$ cat src/rtl/exec_pkg.sv
// Shared definitions for the 8-bit MIPS execute stage.
// Contents: default widths, op encodings (3-bit op field) and the
// execute FSM state type.
package exec_pkg;

  localparam int unsigned DEF_WIDTH      = 8;
  localparam int unsigned DEF_REG_ADDR_W = 5;

  typedef enum logic [2:0] {
    OP_ADD   = 3'b000,
    OP_SUB   = 3'b001,
    OP_AND   = 3'b010,
    OP_OR    = 3'b011,
    OP_SLT   = 3'b100,
    OP_MULTU = 3'b101,
    OP_DIVU  = 3'b110,
    OP_NOR   = 3'b111
  } op_e;

  typedef enum logic [1:0] {
    S_IDLE = 2'd0,
    S_MUL  = 2'd1,
    S_DIV  = 2'd2,
    S_DONE = 2'd3
  } state_e;

endpackage

$ cat src/rtl/muldiv_seq.sv
// Iterative unsigned multiplier / restoring divider, one step per cycle.
// Ports:
//   clk, reset_n          clock, async active-low reset
//   start                 load operands and begin (op_div selects divide)
//   operand_a, operand_b  multiplicand/dividend, multiplier/divisor
//   done                  high during the cycle whose step is the last one
//   lo, hi                result after the current step:
//                         product low/high, or quotient/remainder
module muldiv_seq
  import exec_pkg::*;
#(
  parameter int unsigned WIDTH = DEF_WIDTH,
  parameter int unsigned ITER  = WIDTH
) (
  input  logic             clk,
  input  logic             reset_n,
  input  logic             start,
  input  logic             op_div,
  input  logic [WIDTH-1:0] operand_a,
  input  logic [WIDTH-1:0] operand_b,
  output logic             done,
  output logic [WIDTH-1:0] lo,
  output logic [WIDTH-1:0] hi
);

  localparam int unsigned CNT_W = $clog2(ITER + 1);

  // Both algorithms share one 2*WIDTH accumulator:
  //   multiply: {partial product, remaining multiplier bits}
  //   divide:   {partial remainder, dividend bits becoming quotient bits}
  logic [2*WIDTH-1:0] acc_q, acc_d;
  logic [WIDTH-1:0]   b_q;
  logic               div_q;
  logic               run_q;
  logic [CNT_W-1:0]   cnt_q;

  logic [WIDTH:0]     mul_sum;
  logic [WIDTH:0]     div_shift;
  logic               div_fit;
  logic [WIDTH-1:0]   rem_next;

  always_comb begin
    mul_sum   = {1'b0, acc_q[2*WIDTH-1:WIDTH]} + (acc_q[0] ? {1'b0, b_q} : '0);
    div_shift = acc_q[2*WIDTH-1:WIDTH-1];
    div_fit   = (div_shift >= {1'b0, b_q});
    rem_next  = div_fit ? WIDTH'(div_shift - {1'b0, b_q}) : div_shift[WIDTH-1:0];
    if (div_q) begin
      acc_d = {rem_next, acc_q[WIDTH-2:0], div_fit};
    end else begin
      acc_d = {mul_sum, acc_q[WIDTH-1:1]};
    end
  end

  assign done = run_q && (cnt_q == CNT_W'(ITER - 1));
  assign lo   = acc_d[WIDTH-1:0];
  assign hi   = acc_d[2*WIDTH-1:WIDTH];

  always_ff @(posedge clk or negedge reset_n) begin
    if (!reset_n) begin
      acc_q <= '0;
      b_q   <= '0;
      div_q <= 1'b0;
      run_q <= 1'b0;
      cnt_q <= '0;
    end else if (start) begin
      acc_q <= {{WIDTH{1'b0}}, operand_a};
      b_q   <= operand_b;
      div_q <= op_div;
      run_q <= 1'b1;
      cnt_q <= '0;
    end else if (run_q) begin
      acc_q <= acc_d;
      cnt_q <= done ? '0 : cnt_q + 1'b1;
      if (done) begin
        run_q <= 1'b0;
      end
    end
  end

endmodule

$ cat src/rtl/exec_unit.sv
// 8-bit MIPS execute stage feeding the register bank write port.
// Ports:
//   clk, reset_n              clock, async active-low reset
//   in_valid / in_ready       operation handshake (ready only in IDLE)
//   op                        ADD SUB AND OR SLT MULTU DIVU NOR
//   operand_a, operand_b      bank read data
//   dest_reg                  destination register index
//   write, write_data,
//   write_register            write-back triple (write is a 1-cycle strobe)
//   hi_out                    HI register (MULTU high byte / DIVU remainder)
//   busy                      multi-cycle op iterating
//   div_by_zero               pulses with write for a DIVU by zero
module exec_unit
  import exec_pkg::*;
#(
  parameter int unsigned WIDTH      = DEF_WIDTH,
  parameter int unsigned REG_ADDR_W = DEF_REG_ADDR_W,
  parameter int unsigned ITER       = WIDTH
) (
  input  logic                  clk,
  input  logic                  reset_n,
  input  logic                  in_valid,
  output logic                  in_ready,
  input  logic [2:0]            op,
  input  logic [WIDTH-1:0]      operand_a,
  input  logic [WIDTH-1:0]      operand_b,
  input  logic [REG_ADDR_W-1:0] dest_reg,
  output logic                  write,
  output logic [WIDTH-1:0]      write_data,
  output logic [REG_ADDR_W-1:0] write_register,
  output logic [WIDTH-1:0]      hi_out,
  output logic                  busy,
  output logic                  div_by_zero
);

  state_e                state_q, state_d;
  logic                  write_q, write_d;
  logic [WIDTH-1:0]      wdata_q, wdata_d;
  logic [REG_ADDR_W-1:0] wreg_q, wreg_d;
  logic [WIDTH-1:0]      hi_q, hi_d;
  logic                  dbz_q, dbz_d;
  logic                  dbz_pend_q, dbz_pend_d;

  logic                  md_start;
  logic                  md_done;
  logic [WIDTH-1:0]      md_lo, md_hi;
  logic [WIDTH-1:0]      alu_res;

  muldiv_seq #(
    .WIDTH (WIDTH),
    .ITER  (ITER)
  ) u_muldiv (
    .clk       (clk),
    .reset_n   (reset_n),
    .start     (md_start),
    .op_div    (op == OP_DIVU),
    .operand_a (operand_a),
    .operand_b (operand_b),
    .done      (md_done),
    .lo        (md_lo),
    .hi        (md_hi)
  );

  always_comb begin
    alu_res = '0;
    case (op)
      OP_ADD: alu_res = operand_a + operand_b;
      OP_SUB: alu_res = operand_a - operand_b;
      OP_AND: alu_res = operand_a & operand_b;
      OP_OR:  alu_res = operand_a | operand_b;
      OP_SLT: alu_res = {{(WIDTH-1){1'b0}}, ($signed(operand_a) < $signed(operand_b))};
      OP_NOR: alu_res = ~(operand_a | operand_b);
      default: alu_res = '0;
    endcase
  end

  always_comb begin
    state_d    = state_q;
    write_d    = 1'b0;
    wdata_d    = wdata_q;
    wreg_d     = wreg_q;
    hi_d       = hi_q;
    dbz_d      = 1'b0;
    dbz_pend_d = dbz_pend_q;
    md_start   = 1'b0;
    case (state_q)
      S_IDLE: begin
        if (in_valid) begin
          wreg_d = dest_reg;
          if (op == OP_MULTU) begin
            state_d  = S_MUL;
            md_start = 1'b1;
          end else if (op == OP_DIVU) begin
            state_d    = S_DIV;
            md_start   = 1'b1;
            dbz_pend_d = (operand_b == '0);
          end else begin
            wdata_d = alu_res;
            write_d = (dest_reg != '0);
          end
        end
      end
      // Results are captured on the final step's edge so that the
      // write strobe and hi_out are valid throughout the DONE cycle.
      S_MUL, S_DIV: begin
        if (md_done) begin
          state_d = S_DONE;
          write_d = (wreg_q != '0);
          wdata_d = md_lo;
          hi_d    = md_hi;
          dbz_d   = (state_q == S_DIV) && dbz_pend_q;
        end
      end
      S_DONE:  state_d = S_IDLE;
      default: state_d = S_IDLE;
    endcase
  end

  always_ff @(posedge clk or negedge reset_n) begin
    if (!reset_n) begin
      state_q    <= S_IDLE;
      write_q    <= 1'b0;
      wdata_q    <= '0;
      wreg_q     <= '0;
      hi_q       <= '0;
      dbz_q      <= 1'b0;
      dbz_pend_q <= 1'b0;
    end else begin
      state_q    <= state_d;
      write_q    <= write_d;
      wdata_q    <= wdata_d;
      wreg_q     <= wreg_d;
      hi_q       <= hi_d;
      dbz_q      <= dbz_d;
      dbz_pend_q <= dbz_pend_d;
    end
  end

  assign in_ready       = (state_q == S_IDLE);
  assign busy           = (state_q == S_MUL) || (state_q == S_DIV);
  assign write          = write_q;
  assign write_data     = wdata_q;
  assign write_register = wreg_q;
  assign hi_out         = hi_q;
  assign div_by_zero    = dbz_q;

endmodule
$ cat config.mk
export PLATFORM = sky130hd
export DESIGN_NAME = exec_unit
export DESIGN_NICKNAME = d
export VERILOG_FILES = /design/src/rtl/exec_pkg.sv /design/src/rtl/muldiv_seq.sv /design/src/rtl/exec_unit.sv
export SDC_FILE = /design/constraint.sdc
export NUM_CORES = 1
export LEC_CHECK = 0
export CAP_MARGIN = 10
export CORE_MARGIN = 4
export CORE_UTILIZATION = 60
export DETAILED_ROUTE_END_ITERATION = 16
export GPL_TIMING_DRIVEN = 0
export PLACE_DENSITY_LB_ADDON = 0.2
export SETUP_SLACK_MARGIN = 0.02
export SLEW_MARGIN = 20
export SYNTH_ARGS = -nofsm -noshare
export SYNTH_HDL_FRONTEND = slang
export SYNTH_SLANG_ARGS = --single-unit
export TNS_END_PERCENT = 1
$ cat constraint.sdc
create_clock -name clk -period 4.14 [get_ports clk]
set_input_delay 1.035 -clock clk [delete_from_list [all_inputs] [get_ports clk]]
set_output_delay 1.035 -clock clk [all_outputs]
set_load 0.02 [all_outputs]
* After elaboration in Yosys (flattened, before gate mapping)
Cells that the tools add are included.
** Word-level totals
- Flip-flop bits (word level) :: 56
- Bits of input ports :: 27
- Output and inout bits :: 25
** Cells by class
- Add/sub/neg operators :: 5
- Magnitude comparators :: 2
- Equality and inequality tests :: 16
- Mux-type cells :: 33
- Bitwise operators :: 4
- Reduce and logical (&&, ||, !) cells :: 16
** Operator list (count)
- 16-bit 2-to-1 mux :: 3
- 8-bit 2-to-1 mux :: 6
- 8-bit one-hot mux with 6 select lines :: 1
- 8-bit one-hot mux with 2 select lines :: 1
- 8-bit subtractor :: 2
- 1-bit 2-to-1 mux :: 13
- 3-bit equality test, second input constant :: 4
- 4-bit 2-to-1 mux :: 3
- 5-bit nonzero test :: 2
- 8-bit by 8-bit adder with 9-bit output :: 1
- 9-bit by 8-bit greater-or-equal comparator with 1-bit output :: 1
- 8-bit adder :: 1
- 8-bit AND :: 1
- 8-bit logical NOT :: 1
- 8-bit less-than comparator :: 1
- 2-bit 2-to-1 mux :: 4
- 8-bit NOT :: 1
- 8-bit bitwise OR :: 1
- 3-bit by 2-bit equality test with 1-bit output, second input constant :: 2
- 2-bit inequality test, second input constant :: 3
- 2-bit one-hot mux with 3 select lines :: 1
- 5-bit AND reduction :: 1
- 4-bit by 1-bit adder with 4-bit output, second input constant :: 1
- 2-bit equality test, second input constant :: 2
- 16 further kinds :: 19

* Longest topological paths before layout
Gate-level depths: netlist of run 1.
- Word-level depth :: 7
- Depth in mapped cells :: 11
- Gate-level depth less buffers :: 11

* Hierarchy
A second synthesis of run 1 with hierarchy kept.
** Unflattened totals
- Cell total of the unflattened synthesis :: 549
- Area, all modules :: 4822.1 sq um
** By module, submodules not included
- exec_unit :: times used 1, cells an instance 281, area each 2477.4 sq um, seq. area each 650.6 sq um
- muldiv_seq :: times used 1, cells an instance 268, area each 2344.7 sq um, seq. area each 750.7 sq um

* Worst setup path after synthesis of run 1
OpenSTA, ideal clock, no wires.
- Kind :: input port to flip-flop
- From :: in operand_a[0]
- To :: reg wdata_q[6], in the netlist write_data[6]
- Arrival time :: 2.821 ns
- Required time :: 4.009 ns
- Setup slack :: 1.188 ns
- Stages on the path :: 11
- Buffers on the path :: 0
- Path through :: inv_1 ha_1 inv_1 fa_1 nor2b_1 o21bai_1 a21oi_1 o31ai_4 o211a_1 a211oi_1 or3_1
** On the way
- Word-level cells in the longest chain between the ends :: 6
- Elaborated cells between the ends (all ways) :: 7
** RTL lines
- start: declaration :: line exec_unit.sv:25 : input logic [WIDTH-1:0] operand_a,
- 8-bit subtractor or 8-bit adder (tied branches) :: line exec_unit.sv:68, exec_unit.sv:67
- 8-bit one-hot mux with 6 select lines (*) :: line exec_unit.sv:66 : case (op)
- 8-bit 2-to-1 mux (*) :: line exec_unit.sv:93 : end else if (op == OP_DIVU) begin
- 8-bit 2-to-1 mux (*) :: line exec_unit.sv:90 : if (op == OP_MULTU) begin
- 8-bit 2-to-1 mux (*) :: line exec_unit.sv:88 : if (in_valid) begin
- 8-bit one-hot mux with 2 select lines (*) :: line exec_unit.sv:86 : case (state_q)
- end signal: assignment :: line exec_unit.sv:131 : wdata_q <= wdata_d;
- end: declaration :: line exec_unit.sv:38 : logic [WIDTH-1:0] wdata_q, wdata_d;
Mark *: on every way between the ends. The rest lies on a longest branch, timed or not. The select of a mux whose other input is x is not followed.
A chain may end at the register's enable or synchronous reset.

* Worst setup path after layout of run 1
Ends and elaborated chain as after synthesis.

==> impl_metrics.json, run 1 <==
{
  "relSlewSlack_pct": 54.20,
  "synth_adder_area_share_pct": 14.91,
  "fp.dieArea_um2": 9069,
  "io_buffers": 49,
  "power.total_mw": 3.931,
  "cp.required_ns": 4.33,
  "clkSinkCount": 56,
  "synthMuxAreaShare_pct": 5.591,
  "fin_skew_ns": 0.01025,
  "final_util_pct": 71.86,
  "multi_input_area_um2": 2907,
  "synth_compound_area_share_pct": 22.80,
  "nets": 661,
  "drtIter0Drc": 287,
  "hpwl_mm": 9.223,
  "synthFlopType": "dfrtp_1",
  "antenna_found_initial": 0,
  "crit_family": "compound AO/OA/AOI/OAI gates",
  "worst_ep_arrival_time_ns": 3.57,
  "postSynthAreaPerCell_um2": 8.680,
  "coreArea_um2": 7331,
  "synth_edf_count": 0,
  "final_cell_mix": "nand2_1 (62), o21ai_0 (57), dfrtp_1 (56)",
  "final_max_slew_viol_count": 0,
  "fin_setup_tns_ns": 0,
  "worstSetupPathDepth": 12,
  "hp-class": "register to register",
  "synth-xor-area-share_pct": 3.837,
  "fmax_mhz": 296.2,
  "grt_pass1_vias": 3819,
  "drc": 0,
  "grt_max_degree": 57,
  "seq_area_frac_synth_pct": 30.69,
  "vias": 4139,
  "drive_gt1_share_pct": 6.861,
  "start_util_pct": 62.28,
  "routed_via_density": 6.069,
  "dpl_cell_area_um2": 5177,
  "regArea_um2": 1401,
  "worst_slew_pin_slew_ns": 0.6870,
  "rsz0062_at_grt": "no",
  "grt_pass1_wl_mm": 19.23,
  "worstPathCellList": "clkdlybuf4s50_1, inv_1, ha_1, inv_1, fa_1, nor2b_1, o21bai_1, a21oi_1, o31ai_4, o211a_1, a211oi_1, or3_1",
  "path_max_fanout": 3,
  "nFillCells": 559,
  "insertedDiodeCount": 0,
  "total_leakage_power_nw": 2.413,
  "yosysUniqueCellTypes": 63,
  "clkLatencyLatePin_ns": 0.31,
  "cts_tree": "yes",
  "p_per_area_nw_per_um2": 746.2,
  "cts_buffer_depth": 2,
  "synth_fp_nets": 605,
  "grtUsageTotal_pct": 27.03,
  "cpMostUsedCell": "inv_1",
  "gr-total-overflow": 0,
  "setup_slack_ns": 0.7638,
  "netlist_instances": 526,
  "antenna_left": 0,
  "ioPinCount": 52,
  "finalCriticalPeriod_ns": 3.376,
  "ys_ff_latch": 56,
  "finish.instance_area_um2": 5268,
  "clock_tree.root_cell": "clkbuf_8",
  "final_cell_count_no_fill": 682,
  "die_h_um": 95.23,
  "r2r_cells": 10,
  "rows": 31,
  "die_width_um": 95.23,
  "slowest_delay_ns": 0.49,
  "setup_violations": 0,
  "final_common_cell": "nand2_1",
  "ys_warn_count": 0,
  "maxCapViolCount": 0,
  "dp.cells": 674,
  "crit_buf_inv": 3,
  "synth_top_family_by_area": "compound AO/OA/AOI/OAI gates",
  "crit_type": "primary input to register",
  "async_flop_share_pct": 100.0,
  "hold_violations": 0,
  "dp_slack_ns": 0.4663,
  "cts_buffers": 5,
  "whs_ns": 0.4874,
  "ctsResizeCount": 0,
  "htreeDepth": 2,
  "synthesis.area_um2": 4566,
  "gp_congestion": 0.9503,
  "fin_crit_sh_pct": 81.55,
  "ctsHoldBuffers": 0,
  "status": "finished, final reports clean",
  "slowest_stage": "clkdlybuf4s50_1",
  "post_cts_buffers": 0,
  "synthSimpleGateAreaFrac_pct": 16.53,
  "start_kind": "primary input",
  "routed_wirelength_mm": 11.83,
  "ir_drop_v": 0.0003811,
  "dr.pass1.iters": 5,
  "worstHoldPathCells": 1,
  "wl_per_cell_um": 17.34,
  "cp-end-kind": "register",
  "path_clk_slew_ns": 0.10,
  "areaGrowthSynthToFinish_pct": 15.37
}
==> synth_stat cells, types with 4 or more instances <==
cell,n,share of area [%]
a211oi_1,9,1.5
a21o_1,8,1.3
a21oi_1,24,2.6
a221oi_1,4,0.77
a22oi_1,5,0.82
and2_1,8,1.1
buf_2,5,0.55
buf_6,4,0.99
clkbuf_1,12,0.99
dfrtp_1,56,31
fa_1,4,1.8
ha_1,48,13
inv_1,34,2.8
mux2_2,9,2.2
mux2i_1,12,2.6
nand2_1,62,5.1
nand2b_1,12,1.6
nand3_1,7,0.77
nor2_1,31,2.5
nor2b_1,9,1.2
nor3_1,7,0.77
nor4_1,5,0.69
o211ai_1,4,0.66
o21a_1,5,0.82
o21ai_0,57,6.2
o21ai_1,6,0.66
o21bai_1,5,0.82
o22ai_1,5,0.69
or3_1,5,0.69
xnor2_1,10,1.9
xor2_1,10,1.9
==> final timing paths <==
kind                              startpoint                 end  slack, ns
setup / recovery                operand_a[0]       write_data[6]       0.76
hold / removal                 write_data[2]       write_data[2]       0.49
setup reg to reg           u_muldiv.acc_q[0]  u_muldiv.acc_q[15]       1.49
hold reg to reg                write_data[2]       write_data[2]       0.49
max in group asynchronous            reset_n   u_muldiv.acc_q[7]       2.92
min in group asynchronous            reset_n           hi_out[0]       0.76
==> power breakdown <==
group / switching [mW] / internal, mW / total [mW]
clock: 0.184 / 0.121 / 0.305
sequential: 0.201 / 0.809 / 1.01
combinational: 1.47 / 1.14 / 2.62
total: 1.86 / 2.07 / 3.93
==> layer usage <==
| layer | GRT usage, % | vias to the layer above | wire, um |
|---|---|---|---|
| met4 | 5.409 | 0 | 129 |
| met3 | 4.025 | 14 | 812 |
| met1 | 39.34 | 1995 | 5515 |
| met2 | 42.86 | 152 | 5370 |
| li1 | - | 1978 | - |
| met5 | 0 | - | 0 |
==> cells by family (layout without fill, tap and decap cells) <==
group / count (synthesis) / after routing
AO/OA/AOI/OAI: 158 / 158
XOR/XNOR: 20 / 20
adder cells (fa/ha/maj): 52 / 52
buffers and inverters: 58 / 115
flip-flops: 56 / 56
multiplexers: 24 / 24
AND/OR/NAND/NOR: 158 / 158
==> state kept, by name, summed over array words and instances (netlist names), 2 cells and up <==
register,count
u_muldiv.acc_q,16
hi_out,8
u_muldiv.b_q,8
write_data,8
write_register,5
u_muldiv.cnt_q,4
state_q,2
==> area by class of cell <==
cell class | instances | share of cell area [%]
multi-input combinational | 412 | 55.18
sequential | 56 | 26.60
timing repair buffer | 49 | 9.264
inverter | 35 | 2.494
buffer | 23 | 2.399
tap | 99 | 2.352
clock buffer | 5 | 1.306
clock inverter | 3 | 0.4038
No activity file was read; power rests on OpenSTA's default activity.
==> run 2, diff against run 1 <==
--- a/config.mk
+++ b/config.mk
@@ -7,7 +7,7 @@
 export LEC_CHECK = 0
 export CAP_MARGIN = 10
 export CORE_MARGIN = 4
-export CORE_UTILIZATION = 60
+export CORE_UTILIZATION = 57
 export DETAILED_ROUTE_END_ITERATION = 16
 export GPL_TIMING_DRIVEN = 0
 export PLACE_DENSITY_LB_ADDON = 0.2
==> constraint.sdc (replaced) <==
create_clock -name clk -period 3.22 [get_ports clk]
set_input_delay 0.805 -clock clk [delete_from_list [all_inputs] [get_ports clk]]
set_output_delay 0.805 -clock clk [all_outputs]
set_load 0.02 [all_outputs]
==> run 2 against run 1 <==
Effect of this change:
- power increased by 28%
- clock-buffer cell count unchanged
- global-route usage decreased by 2.2 points
- worst setup slack got worse by 0.66 ns
- cell area increased by 0.50%
- critical endpoint unchanged
- first-iteration DRC count decreased by 6.6%
- register-to-register slack got worse by 0.89 ns
- non-clock buffer count increased by 1
- clock power increased by 33%
- sequential cell count unchanged
- routed wire length decreased by 0.13%
- die area increased by 4.8%
==> impl_metrics.json, run 2 (synthesis gave the netlist of run 1 again) <==
{
  "status": "finished, final reports clean",
  "start_util_pct": 58.78,
  "worstPathCellList": "clkdlybuf4s50_1, fa_1, nor2b_1, o21bai_1, a21oi_2, o31ai_4, o211a_1, a211oi_1, or3_1",
  "vias": 4046,
  "slowest_delay_ns": 0.56,
  "worst_ep_arrival_time_ns": 3.31,
  "grt_pass1_wl_mm": 19.62,
  "htreeDepth": 2,
  "regToRegSetupSlack_ns": 0.60,
  "ioPinCount": 52,
  "ctsHoldBuffers": 0,
  "dr.pass1.iters": 5,
  "path_max_fanout": 6,
  "path_clk_slew_ns": 0.11,
  "setup_slack_ns": 0.1033,
  "grtUsageTotal_pct": 24.87,
  "clock_tree.root_cell": "clkbuf_8",
  "gr-total-overflow": 0,
  "gp_congestion": 0.9703,
  "fin_crit_sh_pct": 96.79,
  "ir_drop_v": 0.0004603,
  "p_per_area_nw_per_um2": 950.7,
  "drtIter0Drc": 268,
  "grt_pass1_vias": 3989,
  "min_from": "hi_out[7]",
  "largest_register_ffs": 16,
  "nets": 662,
  "fin_skew_ns": 0.01213,
  "clkSinkCount": 56,
  "whs_ns": 0.4874,
  "r2r_cells": 10,
  "final_cell_mix": "nand2_1 (62), o21ai_0 (57), dfrtp_1 (56)",
  "io_buffers": 49,
  "hold_end": "hi_out[7]",
  "worstHoldPathCells": 2,
  "total_leakage_power_nw": 2.446,
  "cp-end-kind": "register",
  "rows": 32,
  "routed_via_density": 5.898,
  "hpwl_mm": 9.336,
  "fmax_mhz": 320.9,
  "critical_path.startpoint": "operand_a[1]",
  "top_register": "u_muldiv.acc_q",
  "slowest_stage": "clkdlybuf4s50_1",
  "hp-class": "register to register",
  "drc": 0,
  "drive_gt1_share_pct": 7.534,
  "final_max_slew_viol_count": 0,
  "cp.required_ns": 3.42,
  "insertedDiodeCount": 0,
  "antenna_found_initial": 0,
  "crit_type": "primary input to register",
  "dp_slack_ns": -0.2341,
  "die_width_um": 97.50,
  "reg2reg_from": "u_muldiv.acc_q[0]",
  "cts_buffers": 5,
  "antenna_left": 0,
  "finalCriticalPeriod_ns": 3.117,
  "start_kind": "primary input",
  "wl_per_cell_um": 17.22,
  "setup_violations": 0,
  "relSlewSlack_pct": 53.59,
  "cts_buffer_depth": 2,
  "worst_slew_pin_slew_ns": 0.6962,
  "rsz0062_at_grt": "yes",
  "clkLatencyLatePin_ns": 0.32,
  "maxCapViolCount": 0,
  "areaGrowthSynthToFinish_pct": 15.95,
  "final_common_cell": "nand2_1",
  "die_h_um": 97.50,
  "hold_violations": 0,
  "routed_wirelength_mm": 11.81,
  "fp.dieArea_um2": 9505,
  "r2r_end": "u_muldiv.acc_q[15]",
  "coreArea_um2": 7767,
  "grt_max_degree": 57,
  "cts_tree": "yes"
}
run 2: cell types whose count changed in the layout (fill, tap and decap cells not counted), sizes merged:
cell           change
clkinvlp           -1
buf                +1
dlymetal6s2s       +3
clkdlybuf4s50      -3
clkinv             +1
run 2: critical path: cells and delay by family:
kind / cells / cell delay [ns]
AOI/OAI and AO/OA: 5 / 0.92
buffers and inverters: 1 / 0.56
and+or+nand+nor: 2 / 0.52
adders and majority gates: 1 / 0.50
run 2: layout make-up:
| cell class | count | area (um2) |
|---|---|---|
| fillers | 673 | 2474 |
| well taps | 102 | 127.6 |
| inverters | 35 | 131.4 |
| clock inverters | 3 | 22.52 |
| clock buffers | 5 | 68.82 |
| plain buffers | 23 | 126.4 |
| repair buffers | 50 | 503.0 |
| multi-input cells | 412 | 2913 |
| flip-flops and latches | 56 | 1401 |
run 2: worst max path at each step:
stage,endpoint,slack (ns),cells after the start
6_report,write_data[6],0.10,9
5_1_grt,write_data[7],0.006,10
4_1_cts,write_data[6],0.1,12
3_5_place_dp,write_data[6],-0.23,12
3_3_place_gp,u_muldiv.acc_q[9],-0.33,1
2_1_floorplan,write_data[6],0.50,11
run 2: per-layer routing:
layer / GRT usage, % / vias up / routed length (um)
met1: 36.24 / 1922 / 5604
met4: 5.112 / 0 / 140
li1: - / 1971 / -
met3: 3.374 / 15 / 794
met5: 0 / - / 0
met2: 39.64 / 138 / 5272
run 2: through the flow:
stage,setup TNS (ns),instances,utilization [%],instance area [um2],power (mW)
final,0,686,68.15,5294,5.033
after global routing,0,686,68.15,5294,5.458
after CTS,0,685,67.88,5273,5.008
after detailed placement,-0.5661,677,66.70,5181,4.586
after global placement,-18.86,677,66.74,5184,4.484
after floorplan,0,526,-,4566,3.603
run 2: power by group:
group / internal [mW] / leakage (nW) / switching (mW) / total [mW]
Combinational: 1.47 / 1.73 / 1.86 / 3.33
Clock: 0.157 / 0.0485 / 0.250 / 0.407
Sequential: 1.04 / 0.670 / 0.253 / 1.29
run 2: repair_timing:
item,4_1_cts,5_1_grt
setup endpoints to repair,0,2
resized for setup,0,6
setup buffers,0,1
